===== config.mk =====
export PLATFORM = sky130hd
export DESIGN_NAME = mux_sel_arbiter
export DESIGN_NICKNAME = d
export VERILOG_FILES = /design/src/rtl/mux_arb_pkg.sv /design/src/rtl/burst_counter.sv /design/src/rtl/mux_sel_arbiter.sv
export SDC_FILE = /design/constraint.sdc
export NUM_CORES = 1
export LEC_CHECK = 0
export BUFFER_PORTS_ARGS = -buffer_cell sky130_fd_sc_hd__buf_4
export CAP_MARGIN = 25
export CORE_UTILIZATION = 25
export CTS_CLUSTER_DIAMETER = 40
export DETAILED_ROUTE_END_ITERATION = 7
export GPL_TIMING_DRIVEN = 1
export PLACE_DENSITY = 0.5
export SLEW_MARGIN = 20
export SYNTH_ARGS = -nofsm -noshare
export SYNTH_HDL_FRONTEND = slang
export SYNTH_SLANG_ARGS = --single-unit

===== constraint.sdc =====
create_clock -name clk -period 3.65 [get_ports clk]
set_clock_uncertainty 0.1 [all_clocks]
set_input_delay 0.5475 -clock clk [delete_from_list [all_inputs] [get_ports clk]]
set_output_delay 0.5475 -clock clk [all_outputs]
set_load 0.02 [all_outputs]

===== src/rtl/mux_arb_pkg.sv =====
`default_nettype none
// ============================================================================
// Module      : mux_arb_pkg
// Description : Shared state encodings and default sizing for the
//               two-channel round-robin mux select arbiter.
// Revision    : 1.0 - initial release
// ============================================================================
package mux_arb_pkg;

  // Arbiter FSM states; explicit codes so other blocks can decode them.
  typedef enum logic [1:0] {
    IDLE = 2'b00,
    GNT0 = 2'b01,
    GNT1 = 2'b10
  } arb_state_t;

  localparam int unsigned DEF_BURST_LEN = 4;
  localparam int unsigned DEF_CNT_W     = 8;

  // Channel 0 owns the mux in this state.
  function automatic logic state_gnt0(arb_state_t s);
    return (s == GNT0);
  endfunction

  // Channel 1 owns the mux in this state.
  function automatic logic state_gnt1(arb_state_t s);
    return (s == GNT1);
  endfunction

endpackage
`default_nettype wire


===== src/rtl/burst_counter.sv =====
`default_nettype none
// ============================================================================
// Module      : burst_counter
// Description : Counts accepted beats within one grant and flags the beat
//               that completes a burst. Clear wins over increment.
// Revision    : 1.0 - initial release
// ============================================================================
module burst_counter #(
  parameter int unsigned BURST_LEN = 4,
  parameter int unsigned CNT_W     = 8
) (
  input  logic             clk,
  input  logic             rst,
  input  logic             clr,
  input  logic             inc,
  output logic [CNT_W-1:0] count,
  output logic             last_beat
);

  localparam logic [CNT_W-1:0] C_LAST = CNT_W'(BURST_LEN - 1);

  // Beat counter: cleared on reset or grant release, else steps on each beat.
  always_ff @(posedge clk) begin
    if (rst || clr) begin
      count <= '0;
    end else if (inc) begin
      count <= count + CNT_W'(1);
    end
  end

  assign last_beat = (count == C_LAST);

endmodule
`default_nettype wire


===== src/rtl/mux_sel_arbiter.sv =====
`default_nettype none
// ============================================================================
// Module      : mux_sel_arbiter
// Description : Two-requester round-robin arbiter driving a 2:1 mux select.
//               Grants and select are registered; bursts are bounded to
//               BURST_LEN beats, with direct hand-over between channels.
// Revision    : 1.0 - initial release
// ============================================================================
module mux_sel_arbiter
  import mux_arb_pkg::*;
#(
  parameter int unsigned BURST_LEN = DEF_BURST_LEN,
  parameter int unsigned CNT_W     = DEF_CNT_W
) (
  input  logic             clk,
  input  logic             rst,
  input  logic             req0,
  input  logic             req1,
  input  logic             ready,
  output logic             sel,
  output logic             gnt0,
  output logic             gnt1,
  output logic             valid,
  output logic [CNT_W-1:0] beat_cnt
);

  arb_state_t state;
  arb_state_t nxt;
  logic       last;
  logic       rel;
  logic       beat;
  logic       last_beat;

  // Withdrawal shows up on valid in the same cycle; the grant drops next edge.
  assign valid = (gnt0 & req0) | (gnt1 & req1);
  assign beat  = valid & ready;

  burst_counter #(
    .BURST_LEN (BURST_LEN),
    .CNT_W     (CNT_W)
  ) u_burst_counter (
    .clk       (clk),
    .rst       (rst),
    .clr       (rel),
    .inc       (beat),
    .count     (beat_cnt),
    .last_beat (last_beat)
  );

  // Next-state and release decode; a release hands straight to the other
  // channel when it is waiting, otherwise re-grants or drops to IDLE.
  always_comb begin
    nxt = state;
    rel = 1'b0;
    case (state)
      IDLE: begin
        if (req0 && (!req1 || last)) nxt = GNT0;
        else if (req1)               nxt = GNT1;
      end
      GNT0: begin
        rel = !req0 || (beat && last_beat);
        if (rel) begin
          if (req1)      nxt = GNT1;
          else if (req0) nxt = GNT0;
          else           nxt = IDLE;
        end
      end
      GNT1: begin
        rel = !req1 || (beat && last_beat);
        if (rel) begin
          if (req0)      nxt = GNT0;
          else if (req1) nxt = GNT1;
          else           nxt = IDLE;
        end
      end
      default: nxt = IDLE;
    endcase
  end

  // State, registered grants, select and last-granted channel.
  always_ff @(posedge clk) begin
    if (rst) begin
      state <= IDLE;
      gnt0  <= 1'b0;
      gnt1  <= 1'b0;
      sel   <= 1'b0;
      last  <= 1'b1;
    end else begin
      state <= nxt;
      gnt0  <= state_gnt0(nxt);
      gnt1  <= state_gnt1(nxt);
      // sel only moves when a grant is issued; IDLE keeps the old value.
      if (nxt != IDLE) sel <= state_gnt1(nxt);
      if (rel)         last <= (state == GNT1);
    end
  end

endmodule
`default_nettype wire

==> impl_metrics.tcl <==
set metrics [dict create \
    status "finished, final reports clean" \
    place_inst 151 \
    start_util 0.2694 \
    seq_area_frac_synth 0.3353 \
    cts_setup_buffers 0 \
    finalInstanceArea_sq_um 1036 \
    netlist_area_sq_um 835.8 \
    worst_ir_drop_vdd_uv 260.7 \
    dp_hpwl_mm 1.340 \
    cts-hold-fix-buffers 0 \
    synth.area.top_cells "dfxtp_1 (34%), ha_1 (7.5%), nor2_1 (4.9%)" \
    met1_usage 0.1386 \
    drc 0 \
    path_max_fanout 4 \
    viasPerCell 4.594 \
    relSlewSlack 0.7209 \
    routed_wl_mm 1.712 \
    preCtsSetupSlack_ns 1.228 \
    place_area_sq_um 999.7 \
    syn-instance-count 92 \
    busiest_layer "met2" \
    rsz0062_at_grt "false" \
    fin_nets 122 \
    fp.dieW_um 59.82 \
    grt_pass1_wl_mm 2.898 \
    p_per_area_nw_per_um2 378.9 \
    fin_tns_setup_ns 0 \
    hold_viol 0 \
    clkLatencyLatePin_ns 0.28 \
    drive_gt1_frac 0.2703 \
    tritoncts "done" \
    dr.pass1.iters 4 \
    num_vias 712 \
    drt_iter0_drc 36 \
    grt_pass1_vias 675 \
    power_uw 392.6 \
    grt_use_total 0.1063 \
    synth-async-reset-ratio 0 \
    routedWlPerCell_um 11.05 \
    pin_count 17 \
    ant_nets 0 \
    worst_setup_path_start_kind "flop" \
    gr-total-overflow 0 \
    ys_warn_count 0 \
    grtUsageMet2 0.1683 \
    critPathKind "flop to flop" \
    dieArea_sq_um 3578 \
    rows 20 \
    worstSetupEndpointType "flop" \
    die_h_um 59.82 \
    fill_cells 352 \
    grt.met3_usage 0.03896 \
    layout_commonest_cell "buf_4" \
    required_ns 3.77 \
    clockBufferDepth 2 \
    setup_ws_ns 1.210 \
    grt_max_degree 10 \
    synthFlopType "dfxtp_1" \
    place.gp.congestion 0.7874 \
    portBuffers 16 \
    synthDistinctLibCells 33 \
    most-common-layout-cells "buf_4 (16), dfxtp_1 (14), nor2_1 (11)" \
    core_sq_um 3103 \
    antennaDiodeCount 0 \
    ctsRootBufferMaster "clkbuf_4" \
    post-route-period-util 0.6684 \
    min_path_type "input port to flop" \
    syn_to_final_growth_pct 23.95 \
    synth.net_count 102 \
    tightest_slew_ns 0.4141 \
    synth_top_area_frac 0.3353 \
    drv_slew 0 \
    final_cells 155 \
    max_cap_violations 0 \
    cts_resized 0 \
    min_period_ns 2.440 \
    yosys.area.top_type "dfxtp_1" \
    setup_violations 0 \
    h-tree-depth 1 \
    p_leak_uw 0.0004499 \
    synth_edf_count 0 \
    cp.arrival_ns 2.56 \
    cts_inserted_buffers 3 \
    cts.sinks 14 \
    antenna_found_initial 0 \
    synth_seq_cells 14 \
    clk_pin_slew_ns 0.09 \
    syn-mean-instance-area_sq_um 9.085 \
    fmax_mhz 409.9 \
]
[Yosys cell counts (all sizes together), types with 2 or more instances]
master	count
nand2	8
xor2	4
nor4	2
o221ai	2
mux2i	2
a21oi	5
and3	3
inv	7
nand3	6
a22oi	3
nor2	11
o21ai	3
xnor2	3
ha	5
dfxtp	14
o41ai	2
and2	2
[critical path: stages (launching register included)]
cell	delay, ns
dfxtp_1	0.34
or4_4	0.58
o41ai_2	0.43
mux2_1	0.37
a221oi_2	0.33
o221a_1	0.22
[final cells by class]
class	instances	area [sq um]	share of cell area
multi-input cells	70	518.0	0.5000
flip-flops and latches	14	280.3	0.2705
repair buffers	16	120.1	0.1159
well taps	44	55.05	0.05314
clock buffers	4	36.28	0.03502
inverters	7	26.28	0.02536
[metal layers]
metal  up-vias  wire, um
met1       328       856
met2        17       761
met5         -         0
met3         0        95
met4         0         0
li1        367         -
[kinds of logic after synthesis]
group,share of synthesized area
buffers and inverters,0.04491
adder cells (fa/ha/maj),0.07485
AND/OR/NAND/NOR,0.2291
AO/OA/AOI/OAI,0.2051
flip-flops,0.3353
XOR/XNOR,0.07335
multiplexers,0.03743
[registers in the layout, indices dropped and copies added (netlist names)]
register and flops:
gnt0 1, u_burst_counter.count 8, state 2, sel 1, gnt1 1, last 1
[per-stage QoR]
| step | util | hold slack [ns] |
|---|---|---|
| after floorplan | - | 0.4079 |
| after global placement | 0.3222 | 0.3823 |
| after detailed placement | 0.3222 | 0.3935 |
| after CTS | 0.3339 | 0.3497 |
| after global routing | 0.3339 | 0.3444 |
| final | 0.3339 | 0.3590 |
[final timing paths]
| kind | cells past startpoint | endpoint | slack (ns) | from |
|---|---|---|---|---|
| worst min register to register | 2 | u_burst_counter.count[1] | 0.40 | u_burst_counter.count[1] |
| worst max-delay path | 5 | sel | 1.21 | u_burst_counter.count[7] |
| worst min-delay path | 2 | state[0] | 0.36 | rst |
| worst max register to register | 5 | sel | 1.21 | u_burst_counter.count[7] |
[power breakdown]
part / internal [uW] / switching (uW) / leakage (uW)
registers: 164 / 11.5 / 0.000114
logic: 43.5 / 60.7 / 0.000315
clock network: 60.6 / 52.0 / 0.0000210
(Power assumes the default switching activity.)
